--- src/rtl/alu_pkg.sv ---
// Shared constants and decoded-instruction type for the ALU issue unit.
package alu_pkg;

    localparam logic [2:0] ALU_ADD  = 3'b000;
    localparam logic [2:0] ALU_AND  = 3'b001;
    localparam logic [2:0] ALU_XOR  = 3'b010;
    localparam logic [2:0] ALU_SLL  = 3'b011;
    localparam logic [2:0] ALU_SUB  = 3'b100;
    localparam logic [2:0] ALU_MUL  = 3'b101;
    localparam logic [2:0] ALU_SRAI = 3'b110;

    localparam logic [6:0] OP_R = 7'b0110011;
    localparam logic [6:0] OP_I = 7'b0010011;

    localparam logic [6:0] F7_BASE = 7'b0000000;
    localparam logic [6:0] F7_ALT  = 7'b0100000;
    localparam logic [6:0] F7_MUL  = 7'b0000001;

    typedef struct packed {
        logic        valid;
        logic [2:0]  sel;
        logic        use_imm;
        logic [31:0] imm;
        logic [4:0]  rd;
        logic [4:0]  rs1;
        logic [4:0]  rs2;
    } dec_t;

endpackage

--- src/rtl/alu_decode.sv ---
// Combinational RV32 subset decoder: instruction word to ALU select, immediate and register fields.
module alu_decode
    import alu_pkg::*;
(
    input  logic [31:0] instr_i,
    output dec_t        dec_o,
    output logic        illegal_o
);

    logic [6:0] opcode;
    logic [2:0] funct3;
    logic [6:0] funct7;

    assign opcode = instr_i[6:0];
    assign funct3 = instr_i[14:12];
    assign funct7 = instr_i[31:25];

    always_comb begin
        dec_o     = '0;
        dec_o.rd  = instr_i[11:7];
        dec_o.rs1 = instr_i[19:15];
        dec_o.rs2 = instr_i[24:20];
        case (opcode)
            OP_R: begin
                dec_o.valid = 1'b1;
                case ({funct7, funct3})
                    {F7_BASE, 3'b000}: dec_o.sel = ALU_ADD;
                    {F7_ALT,  3'b000}: dec_o.sel = ALU_SUB;
                    {F7_BASE, 3'b111}: dec_o.sel = ALU_AND;
                    {F7_BASE, 3'b100}: dec_o.sel = ALU_XOR;
                    {F7_BASE, 3'b001}: dec_o.sel = ALU_SLL;
                    {F7_MUL,  3'b000}: dec_o.sel = ALU_MUL;
                    default:           dec_o.valid = 1'b0;
                endcase
            end
            OP_I: begin
                dec_o.use_imm = 1'b1;
                if (funct3 == 3'b000) begin
                    dec_o.valid = 1'b1;
                    dec_o.sel   = ALU_ADD;
                    dec_o.imm   = {{20{instr_i[31]}}, instr_i[31:20]};
                end else if (funct3 == 3'b101 && funct7 == F7_ALT) begin
                    // shamt is unsigned; only imm[4:0] reaches the shifter
                    dec_o.valid = 1'b1;
                    dec_o.sel   = ALU_SRAI;
                    dec_o.imm   = {27'b0, instr_i[24:20]};
                end
            end
            default: dec_o.valid = 1'b0;
        endcase
    end

    assign illegal_o = !dec_o.valid;

endmodule

--- src/rtl/alu_issue.sv ---
// Two-stage decode/dispatch: forwards operands at accept, holds EX for multi-cycle mul,
// registers the ALU result and strobes a one-cycle register-file writeback.
module alu_issue
    import alu_pkg::*;
#(
    parameter int unsigned MUL_CYCLES = 1
) (
    input  logic        clk_i,
    input  logic        rst_i,
    input  logic        instr_valid_i,
    input  logic [31:0] instr_i,
    output logic        instr_ready_o,
    output logic [4:0]  rs1_addr_o,
    output logic [4:0]  rs2_addr_o,
    input  logic [31:0] rs1_data_i,
    input  logic [31:0] rs2_data_i,
    output logic [2:0]  alu_sel_o,
    output logic [31:0] alu_a_o,
    output logic [31:0] alu_b_o,
    input  logic [31:0] alu_result_i,
    output logic        wb_valid_o,
    output logic [4:0]  wb_rd_o,
    output logic [31:0] wb_data_o,
    output logic        illegal_o
);

    localparam logic [3:0] MUL_LOAD = 4'(MUL_CYCLES - 1);

    dec_t dec;
    logic dec_illegal;

    alu_decode u_decode (
        .instr_i   (instr_i),
        .dec_o     (dec),
        .illegal_o (dec_illegal)
    );

    // vld_pipe[0] = EX stage valid, vld_pipe[1] = WB stage valid
    logic [1:0]  vld_pipe_q, vld_pipe_d;
    logic [2:0]  ex_sel_q, ex_sel_d;
    logic [31:0] ex_a_q, ex_a_d;
    logic [31:0] ex_b_q, ex_b_d;
    logic [4:0]  ex_rd_q, ex_rd_d;
    logic [3:0]  cnt_q, cnt_d;
    logic [4:0]  wb_rd_q, wb_rd_d;
    logic [31:0] wb_data_q, wb_data_d;
    logic        illegal_q, illegal_d;

    logic        ex_done;
    logic        accept;
    logic [31:0] op1, op2;

    assign ex_done       = vld_pipe_q[0] && (cnt_q == 4'd0);
    assign instr_ready_o = !vld_pipe_q[0] || ex_done;
    assign accept        = instr_valid_i && instr_ready_o;

    assign rs1_addr_o = dec.rs1;
    assign rs2_addr_o = dec.rs2;

    // EX result beats WB data: it is the younger producer of the same register
    always_comb begin
        op1 = rs1_data_i;
        if (dec.rs1 != 5'd0) begin
            if (vld_pipe_q[0] && ex_rd_q == dec.rs1)
                op1 = alu_result_i;
            else if (vld_pipe_q[1] && wb_rd_q == dec.rs1)
                op1 = wb_data_q;
        end
        op2 = rs2_data_i;
        if (dec.rs2 != 5'd0) begin
            if (vld_pipe_q[0] && ex_rd_q == dec.rs2)
                op2 = alu_result_i;
            else if (vld_pipe_q[1] && wb_rd_q == dec.rs2)
                op2 = wb_data_q;
        end
    end

    always_comb begin
        vld_pipe_d = vld_pipe_q;
        ex_sel_d   = ex_sel_q;
        ex_a_d     = ex_a_q;
        ex_b_d     = ex_b_q;
        ex_rd_d    = ex_rd_q;
        cnt_d      = cnt_q;
        wb_rd_d    = wb_rd_q;
        wb_data_d  = wb_data_q;
        illegal_d  = accept && dec_illegal;

        if (ex_done)
            vld_pipe_d[0] = 1'b0;
        else if (vld_pipe_q[0])
            cnt_d = cnt_q - 4'd1;

        if (accept && dec.valid) begin
            vld_pipe_d[0] = 1'b1;
            ex_sel_d      = dec.sel;
            ex_a_d        = op1;
            ex_b_d        = dec.use_imm ? dec.imm : op2;
            ex_rd_d       = dec.rd;
            cnt_d         = (dec.sel == ALU_MUL) ? MUL_LOAD : 4'd0;
        end

        vld_pipe_d[1] = ex_done;
        if (ex_done) begin
            wb_rd_d   = ex_rd_q;
            wb_data_d = alu_result_i;
        end
    end

    always_ff @(posedge clk_i or negedge rst_i) begin
        if (!rst_i) begin
            vld_pipe_q <= '0;
            ex_sel_q   <= '0;
            ex_a_q     <= '0;
            ex_b_q     <= '0;
            ex_rd_q    <= '0;
            cnt_q      <= '0;
            wb_rd_q    <= '0;
            wb_data_q  <= '0;
            illegal_q  <= 1'b0;
        end else begin
            vld_pipe_q <= vld_pipe_d;
            ex_sel_q   <= ex_sel_d;
            ex_a_q     <= ex_a_d;
            ex_b_q     <= ex_b_d;
            ex_rd_q    <= ex_rd_d;
            cnt_q      <= cnt_d;
            wb_rd_q    <= wb_rd_d;
            wb_data_q  <= wb_data_d;
            illegal_q  <= illegal_d;
        end
    end

    assign alu_sel_o  = ex_sel_q;
    assign alu_a_o    = ex_a_q;
    assign alu_b_o    = ex_b_q;
    assign wb_valid_o = vld_pipe_q[1] && (wb_rd_q != 5'd0);
    assign wb_rd_o    = wb_rd_q;
    assign wb_data_o  = wb_data_q;
    assign illegal_o  = illegal_q;

endmodule
--- config.mk ---
export PLATFORM = sky130hd
export DESIGN_NAME = alu_issue
export DESIGN_NICKNAME = d
export VERILOG_FILES = /design/src/rtl/alu_pkg.sv /design/src/rtl/alu_decode.sv /design/src/rtl/alu_issue.sv
export SDC_FILE = /design/constraint.sdc
export NUM_CORES = 1
export LEC_CHECK = 0
export ABC_AREA = 0
export CORE_MARGIN = 5
export CORE_UTILIZATION = 43
export CTS_CLUSTER_SIZE = 8
export DETAILED_ROUTE_END_ITERATION = 8
export PLACE_DENSITY = 0.78
export SYNTH_ARGS = -nofsm -noshare
export SYNTH_HDL_FRONTEND = slang
export SYNTH_HIERARCHICAL = 1
export SYNTH_SLANG_ARGS = --single-unit
--- constraint.sdc ---
create_clock -name clk_i -period 2 [get_ports clk_i]
set_input_delay 0.4 -clock clk_i [delete_from_list [all_inputs] [get_ports clk_i]]
set_output_delay 0.4 -clock clk_i [all_outputs]
set_load 0.01 [all_outputs]
Word level (Yosys, flattened, before mapping)
Cells that the tools add are included.

cells by class
  eq/ne operators = 14
  add/sub/neg operators = 1
  reduce and logical (&&, ||, !) cells = 23
  muxes and demuxes = 21

operators with widths
  operator               number
  $mux W32               8
  $mux W33               1
  $eq A10 B3 Y1 const B  2
  $eq A5 B5 Y1           4
  $mux W4                5
  $pmux W3 S5            1
  $reduce_bool A5 Y1     3
  $eq A7 B6 Y1 const B   2
  $eq A10 B1 Y1 const B  1
  $eq A10 B4 Y1 const B  1
  $eq A10 B9 Y1 const B  1
  $logic_and A1 B1 Y1    10
  $logic_not A10 Y1      1
  $eq A7 B5 Y1 const B   1
  $pmux W3 S2            1
  $reduce_or A6 Y1       1
  $mux W5                1
  $logic_not A4 Y1       1
  $reduce_bool A2 Y1     2
  $sub A4 B1 Y4 const B  1
  $eq A3 B3 Y1 const B   1
  $logic_not A3 Y1       1
  $mux W1                3
  $logic_not A1 Y1       2
  other kinds (4)        4

storage, ports and cells
  logic and storage cells = 69
  output and inout port bits = 117
  bits in registers = 116
  input port bits = 131

Depth between registers and ports, before layout
Gate-level depths: netlist of the first run.

  depth after elaboration = 8
  mapped depth = 12

Cells and area by module
Netlist of the first run, hierarchy kept.

modules (own cells, without submodules)
  module      cells each  instances  seq. area each (um^2)  area an instance (um^2)
  alu_issue   748         1          2902.8                 7264.5
  alu_decode  86          1          0.0                    593.1

Least setup slack after synthesis of the first run
Ideal clock, no wire load.

  kind = input -> register
  start point = input instr_i[27]
  end point = register ex_a_q[10], in the netlist alu_a_o[10]
  setup time = 126 ps
  buffers on the path = 2
  stages on the path = 11
  data required time = 1874 ps
  slack = -820 ps
  arrival time = 2695 ps
  cell sequence = or4_4 or4_4 a21oi_1 o21ba_2 and2_1 o21ai_1 buf_2 nor2_1 clkbuf_1 o21ai_0 o311a_1

RTL lines
  item                    line              text
  start: declaration      alu_issue.sv:11   input logic [31:0] instr_i,
  end signal: assignment  alu_issue.sv:114  ex_a_q <= '0;
  end signal: assignment  alu_issue.sv:124  ex_a_q <= ex_a_d;
  end: declaration        alu_issue.sv:41   logic [31:0] ex_a_q, ex_a_d;

==> results of run 1 <==
==> area by class of cell <==
cell class	instances	area, µm²
clock buffer	21	470
fill	1304	5390
inverter	4	15.0
sequential	116	2900
timing repair buffer	372	3970
tap	229	287
clock inverter	9	153
multi-input combinational	589	4780
==> placed cells by master, fill, tap and decap left out, types with 4 or more instances in the layout <==
cell	netlist	routed
sky130_fd_sc_hd__clkdlybuf4s50_1	0	230
sky130_fd_sc_hd__clkbuf_16	0	20
sky130_fd_sc_hd__a21boi_1	32	32
sky130_fd_sc_hd__buf_4	37	82
sky130_fd_sc_hd__and2_2	1	4
sky130_fd_sc_hd__dfrtp_1	116	116
sky130_fd_sc_hd__a211oi_2	0	27
sky130_fd_sc_hd__o21ai_2	0	14
sky130_fd_sc_hd__o311a_1	33	33
sky130_fd_sc_hd__buf_6	4	7
sky130_fd_sc_hd__xor2_1	9	9
sky130_fd_sc_hd__nand2_1	30	25
sky130_fd_sc_hd__nor3_1	40	40
sky130_fd_sc_hd__dlygate4sd2_1	0	6
sky130_fd_sc_hd__xnor2_1	16	16
sky130_fd_sc_hd__a2111oi_0	32	32
sky130_fd_sc_hd__inv_1	4	4
sky130_fd_sc_hd__a21oi_1	35	31
sky130_fd_sc_hd__o311ai_1	29	29
sky130_fd_sc_hd__o21bai_1	33	27
sky130_fd_sc_hd__bufinv_16	0	4
sky130_fd_sc_hd__buf_16	0	8
sky130_fd_sc_hd__nand2b_1	35	35
sky130_fd_sc_hd__nand2_2	0	5
sky130_fd_sc_hd__nor2_1	13	10
sky130_fd_sc_hd__buf_12	0	24
sky130_fd_sc_hd__o21ai_0	29	4
sky130_fd_sc_hd__o21bai_4	0	4
sky130_fd_sc_hd__nand3b_1	32	32
sky130_fd_sc_hd__dlymetal6s2s_1	0	5
sky130_fd_sc_hd__and3_1	33	33
sky130_fd_sc_hd__nor3b_2	1	27
sky130_fd_sc_hd__o21ai_1	5	15
sky130_fd_sc_hd__mux2_2	37	37
sky130_fd_sc_hd__and2_1	17	13
==> power by group through the flow <==
stage                     Combinational [W]  Sequential (W)  Clock [W]
after floorplan                    0.000261         0.00252          0
after global placement             0.000884         0.00251          0
after detailed placement           0.000891         0.00251          0
after CTS                          0.000902         0.00247    0.00329
after global routing               0.000969         0.00248    0.00342
final                              0.000915         0.00248    0.00328
==> timing repair <==
action,4_1_cts,5_1_grt
setup buffers,10,2
gates resized for setup,113,56
hold buffers,1,0
endpoints found under the setup margin,84,117
endpoints found under the hold margin,24,0
cloned,10,4
pin swaps,34,14
==> registers in the layout (all words and copies together) (netlist names) <==
register / cells
alu_a_o: 32
alu_b_o: 32
alu_sel_o: 3
cnt_q: 4
ex_rd_q: 5
illegal_o: 1
vld_pipe_q: 2
wb_data_o: 32
wb_rd_o: 5
==> worst max path at each step <==
stage	startpoint	endpoint	slack, ns
floorplan	instr_i[27]	alu_b_o[30]	-0.59
global placement	instr_i[27]	alu_a_o[6]	-1.09
detailed placement	instr_i[27]	alu_b_o[1]	-1.10
CTS	instr_i[31]	alu_a_o[9]	-0.56
global route	instr_i[31]	alu_b_o[23]	-0.55
finish	instr_i[31]	alu_a_o[11]	-0.49
==> logic make-up after synthesis <==
logic type | count (synthesis)
and+or+nand+nor | 254
muxes | 37
AOI/OAI and AO/OA | 271
buffers and inverters | 129
adders and majority gates | 2
DFF | 116
xor gates and xnor gates | 25
==> critical path: stages <==
cell	delay [ns]
sky130_fd_sc_hd__buf_6	0.09
sky130_fd_sc_hd__or4_4	0.53
sky130_fd_sc_hd__or4_4	0.45
sky130_fd_sc_hd__a21oi_4	0.15
sky130_fd_sc_hd__o21ba_4	0.14
sky130_fd_sc_hd__and2_4	0.16
sky130_fd_sc_hd__o21ai_4	0.09
sky130_fd_sc_hd__buf_12	0.17
sky130_fd_sc_hd__bufbuf_16	0.28
sky130_fd_sc_hd__o311a_1	0.32
==> metrics by stage <==
stage / hold WS (ns) / instance area [µm²]
finish: 0.452 / 12600
global route: 0.483 / 12600
CTS: 0.445 / 12300
detailed placement: 0.356 / 11000
global placement: 0.352 / 11000
floorplan: 0.104 / 7990
==> per-layer routing <==
metal / global-route usage / routed length [µm]
met5: 0 / 0
met4: 0.100 / 955
met3: 0.0627 / 2600
met2: 0.416 / 14100
met1: 0.384 / 13100
==> impl_metrics.env, run 1 <==
export IMPL_outcome="finished, violations left"
export IMPL_failed_checks="negative setup slack"
export IMPL_placeableCoreArea_um2=18000
export IMPL_dp_worst_setup_slack_ns=-1.10
export IMPL_clock_skew_ns=0.0109
export IMPL_detailedRoute_firstPassIterationCount=5
export IMPL_routedWlPerCell_um=22.9
export IMPL_gp_congestion=0.895
export IMPL_post_synthesis_cell_area_um2=7860
export IMPL_final_core_utilization=0.700
export IMPL_r2r_start="wb_rd_o[1]"
export IMPL_hold_path_class="in -> async"
export IMPL_synth_mux_area_frac=0.0530
export IMPL_synth_seq_cells=116
export IMPL_clock_power_share=0.491
export IMPL_fp_dieW_um=145
export IMPL_clockBufferDepth=2
export IMPL_p_seq_frac=0.372
export IMPL_synth_main_ff_cell="sky130_fd_sc_hd__dfrtp_1"
export IMPL_relSlewSlack=0.540
export IMPL_synth_xor_xnor_area_share=0.0279
export IMPL_antenna_violations_before_repair=0
export IMPL_net_switching_power_w=0.00157
export IMPL_report_final_slew_viol_count=0
export IMPL_power_density_nw_per_um2=531
export IMPL_grt_total_usage=0.274
export IMPL_post_synth_adder_cell_area=0.00287
export IMPL_synth_seq_area_share=0.369
export IMPL_sw_frac_of_total=0.236
export IMPL_grt_setup_unrepaired="yes"
export IMPL_synth_fp_nets=966
export IMPL_worst_ep_arrival_time_ns=2.80
export IMPL_synthesis_to_finish_area_growth_pct=60.0
export IMPL_post_synth_cell_area_avg_um2=9.42
export IMPL_critical_path_startpoint_type="input port"
export IMPL_pin_count_of_the_biggest_net_entering_global_routing=42
export IMPL_final_antenna_net_count=0
export IMPL_grt_overflow=0
export IMPL_final_setup_tns_ns=-31.50
export IMPL_cellInternalPower_w=0.00510
export IMPL_dpl_hpwl_um=20500
export IMPL_drc=0
export IMPL_cts_h_tree_depth=4
export IMPL_yosysTopAreaCellShare=0.369
export IMPL_netlist_instances=834
export IMPL_port_buffers=247
export IMPL_critPathCaptureType="register"
export IMPL_fmaxAchievable_mhz=402
export IMPL_synth_top_cells_by_area="sky130_fd_sc_hd__dfrtp_1 37%, sky130_fd_sc_hd__mux2_2 5.3%, sky130_fd_sc_hd__o311a_1 4.2%"
export IMPL_timing_final_crit_share=1.24
export IMPL_yosys_warnings=6
export IMPL_layout_net_count=1232
export IMPL_worst_ir_drop_vdd_mv=0.584
export IMPL_synth_compound_gate_area_share=0.260
export IMPL_cts_sinks=116
export IMPL_dieHeight_um=145
export IMPL_insertedDiodeCount=0
export IMPL_reg2reg_setup_slack_ns=-0.23
export IMPL_cts_buffers=17
export IMPL_timing_critical_path_required_ns=2.31
export IMPL_worstSkewPairLatency_ns=0.43
export IMPL_row_count=49
export IMPL_initial_core_util=0.437
export IMPL_drv_max_cap_violation_count=0
export IMPL_via_count_of_the_first_global_routing_pass=8217
export IMPL_power_static_leakage_nw=5.08
export IMPL_dr_total_vias=8152
export IMPL_cts_root_buf="sky130_fd_sc_hd__clkbuf_16"
export IMPL_stdcell_count=1340
export IMPL_setup_violations_final=79
export IMPL_dp_cells=1285
export IMPL_drive_gt1_frac=0.271
export IMPL_layout_min_cycle_time_ns=2.49
export IMPL_area_share_of_and_or_nand_nor_cells_after_synthesis=0.199
export IMPL_power_w=0.00667
export IMPL_timing_setup_critical_path_class="in -> reg"
export IMPL_first_pass_grt_wire_length_um=47200
export IMPL_cts_tree="done"
export IMPL_boundaryPins=248
export IMPL_yosysMostFrequentCell="sky130_fd_sc_hd__dfrtp_1"
export IMPL_die_area_um2=21100
export IMPL_worst_path_max_fanout=9
export IMPL_finalWirelength_um=30700
export IMPL_final_setup_worst_slack_ns=-0.489
export IMPL_synth_top_cell_by_area="sky130_fd_sc_hd__dfrtp_1"
export IMPL_number_of_flops_mapped_to_enable_cells_by_yosys=0
export IMPL_clkTransAtPathRegs_ns=0.06
export IMPL_actual_transition_at_the_worst_max_transition_pin_ns=0.673
export IMPL_hold_viol_final=0
export IMPL_worst_r2r_path_depth=8
export IMPL_crit_reg2reg_capture="alu_a_o[20]"
export IMPL_drt_vias_per_instance=6.08
export IMPL_postSynth_asyncResetShare=1.00
export IMPL_combinationalPowerShare=0.137
export IMPL_main_combinational_cell_family_by_area_after_synthesis="compound AO/OA/AOI/OAI gates"
export IMPL_synth_cell_type_count=51
export IMPL_top_cell_types_by_occurrence_after_synthesis="116 x sky130_fd_sc_hd__dfrtp_1, 63 x sky130_fd_sc_hd__clkbuf_1, 40 x sky130_fd_sc_hd__nor3_1"
export IMPL_first_iter_violations=698
Power figures use the tool's default switching activity.
==> run 2, diff against run 1 <==
CORE_MARGIN = 2   (was 5)
==> run 2 against run 1 <==
  * The flow still finishes with violations (negative setup slack)
  * Die area fell by 8.1%
  * Sequential power about the same
  * Utilization shrank 1.2 points
  * Wire length shrank 1.9%
  * Register-to-register slack gained 0.05 ns
  * Combinational power decreased by 0.5%
  * Critical path type unchanged
==> impl_metrics.env, run 2 (synthesis gave the netlist of run 1 again) <==
export IMPL_outcome="finished, violations left"
export IMPL_failed_checks="negative setup slack"
export IMPL_layout_min_cycle_time_ns=2.47
export IMPL_cts_sinks=116
export IMPL_layout_net_count=1214
export IMPL_cts_tree="done"
export IMPL_clockBufferDepth=2
export IMPL_cp_startpoint="instr_i[29]"
export IMPL_final_core_utilization=0.688
export IMPL_drc=0
export IMPL_reg2reg_setup_slack_ns=-0.18
export IMPL_crit_reg2reg_capture="alu_a_o[13]"
export IMPL_timing_final_crit_share=1.24
export IMPL_worst_r2r_path_depth=7
export IMPL_dr_total_vias=8139
export IMPL_fp_dieW_um=139
export IMPL_detailedRoute_firstPassIterationCount=7
export IMPL_placeableCoreArea_um2=18000
export IMPL_gp_congestion=0.920
export IMPL_layout_cells_most_common_list="230 x sky130_fd_sc_hd__clkdlybuf4s50_1, 115 x sky130_fd_sc_hd__dfrtp_1, 65 x sky130_fd_sc_hd__buf_4, 40 x sky130_fd_sc_hd__nor3_1, 37 x sky130_fd_sc_hd__mux2_2"
export IMPL_dieHeight_um=139
export IMPL_drt_vias_per_instance=6.15
export IMPL_timing_critical_path_required_ns=2.30
export IMPL_clkTransAtPathRegs_ns=0.06
export IMPL_hold_path_class="in -> async"
export IMPL_timing_setup_critical_path_class="in -> reg"
export IMPL_drive_gt1_frac=0.260
export IMPL_critical_path_top_delay_family="simple AND/OR/NAND/NOR gates"
export IMPL_fmaxAchievable_mhz=405
export IMPL_worst_ep_arrival_time_ns=2.77
export IMPL_report_final_slew_viol_count=0
export IMPL_cts_h_tree_depth=4
export IMPL_cp_common_cell="sky130_fd_sc_hd__buf_6"
export IMPL_row_count=49
export IMPL_synthesis_to_finish_area_growth_pct=57.3
export IMPL_critical_path_startpoint_type="input port"
export IMPL_first_iter_violations=739
export IMPL_dp_worst_setup_slack_ns=-1.13
export IMPL_timing_critical_path_slowest_cell_delay_ns=0.53
export IMPL_die_area_um2=19400
export IMPL_via_count_of_the_first_global_routing_pass=7929
export IMPL_boundaryPins=248
export IMPL_hold_viol_final=0
export IMPL_worst_path_max_fanout=8
export IMPL_pin_count_of_the_biggest_net_entering_global_routing=53
export IMPL_critPathCaptureType="register"
export IMPL_final_common_cell="sky130_fd_sc_hd__clkdlybuf4s50_1"
export IMPL_relSlewSlack=0.456
export IMPL_setup_violations_final=79
export IMPL_power_w=0.00650
export IMPL_power_density_nw_per_um2=526
export IMPL_grt_setup_unrepaired="yes"
export IMPL_cts_root_buf="sky130_fd_sc_hd__clkbuf_16"
export IMPL_power_static_leakage_nw=4.89
export IMPL_worst_ir_drop_vdd_mv=0.652
export IMPL_grt_overflow=0
export IMPL_actual_transition_at_the_worst_max_transition_pin_ns=0.795
export IMPL_routedWlPerCell_um=22.8
export IMPL_worstPathCellList="buf_6 -> or4_4 -> or4_4 -> a21oi_4 -> o21ba_4 -> and2_4 -> o21ai_4 -> buf_6 -> nor2_4 -> buf_6 -> buf_12 -> o21ai_4 -> o311a_1"
export IMPL_first_pass_grt_wire_length_um=46000
export IMPL_stdcell_area_um2=12400
export IMPL_critical_path_n_buffers_inverters=4
export IMPL_worstSkewPairLatency_ns=0.42
export IMPL_r2r_start="wb_rd_o[1]"
export IMPL_cts_buffers=17
export IMPL_port_buffers=247
export IMPL_dpl_instance_area_um2=10900
export IMPL_dpl_hpwl_um=19900
export IMPL_cp_slowest_cell="sky130_fd_sc_hd__or4_4"
export IMPL_initial_core_util=0.437
export IMPL_final_setup_worst_slack_ns=-0.470
export IMPL_antenna_violations_before_repair=1
export IMPL_grt_total_usage=0.299
export IMPL_final_antenna_net_count=0
export IMPL_finalWirelength_um=30100
export IMPL_clock_skew_ns=0.00994
export IMPL_drv_max_cap_violation_count=0
[run 2: worst max path at each step]
stage / endpoint / slack [ns] / depth (start not counted)
after floorplan: alu_b_o[30] / -0.59 / 11
after global placement: alu_a_o[31] / -1.07 / 11
after detailed placement: alu_b_o[0] / -1.13 / 11
after CTS: alu_b_o[30] / -0.53 / 11
after global routing: alu_b_o[14] / -0.53 / 12
final: alu_a_o[13] / -0.47 / 13
[run 2: routing by layer]
| metal | GRT usage | up-vias | wire length, µm |
|---|---|---|---|
| li1 | - | 3632 | - |
| met1 | 0.427 | 4045 | 13300 |
| met2 | 0.465 | 392 | 14000 |
| met3 | 0.0487 | 70 | 1960 |
| met4 | 0.0968 | 0 | 887 |
| met5 | 0 | - | 0 |
[run 2: area by class of cell]
type / instances / area (µm²)
inverter: 4 / 15.0
clock buffer: 21 / 460
clock inverter: 9 / 130
timing repair buffer: 354 / 3750
tap: 229 / 287
fill: 1318 / 5610
sequential: 116 / 2900
antenna: 1 / 2.50
multi-input combinational: 589 / 4810
[run 2: where the power goes]
group,switching [W],internal (W),total (W)
Sequential,0.0000687,0.00241,0.00248
Combinational,0.000383,0.000527,0.000910
Clock,0.00111,0.00200,0.00311
[run 2: what timing repair did]
item	CTS	global route
endpoints found under the setup margin	84	116
setup buffers	12	3
hold buffers	1	0
gates cloned	10	3
gates resized for setup	137	49
endpoints found under the hold margin	8	0
pin swaps	24	31
[run 2: metrics by stage]
| step | setup TNS (ns) | instances | hold slack (ns) |
|---|---|---|---|
| after floorplan | -42.73 | 834 | 0.104 |
| after global placement | -79.07 | 1266 | 0.255 |
| after detailed placement | -80.20 | 1266 | 0.255 |
| after CTS | -36.28 | 1319 | 0.367 |
| after global routing | -35.95 | 1323 | 0.375 |
| final | -29.55 | 1323 | 0.374 |
[run 2: worst reg2reg max path, stage by stage (launching register included)]
cell and delay, ns:
sky130_fd_sc_hd__dfrtp_2 0.41, sky130_fd_sc_hd__buf_4 0.16, sky130_fd_sc_hd__xnor2_1 0.16, sky130_fd_sc_hd__nand4_1 0.16, sky130_fd_sc_hd__buf_4 0.24, sky130_fd_sc_hd__a2111oi_0 0.72, sky130_fd_sc_hd__o21ai_4 0.09, sky130_fd_sc_hd__o311a_1 0.15
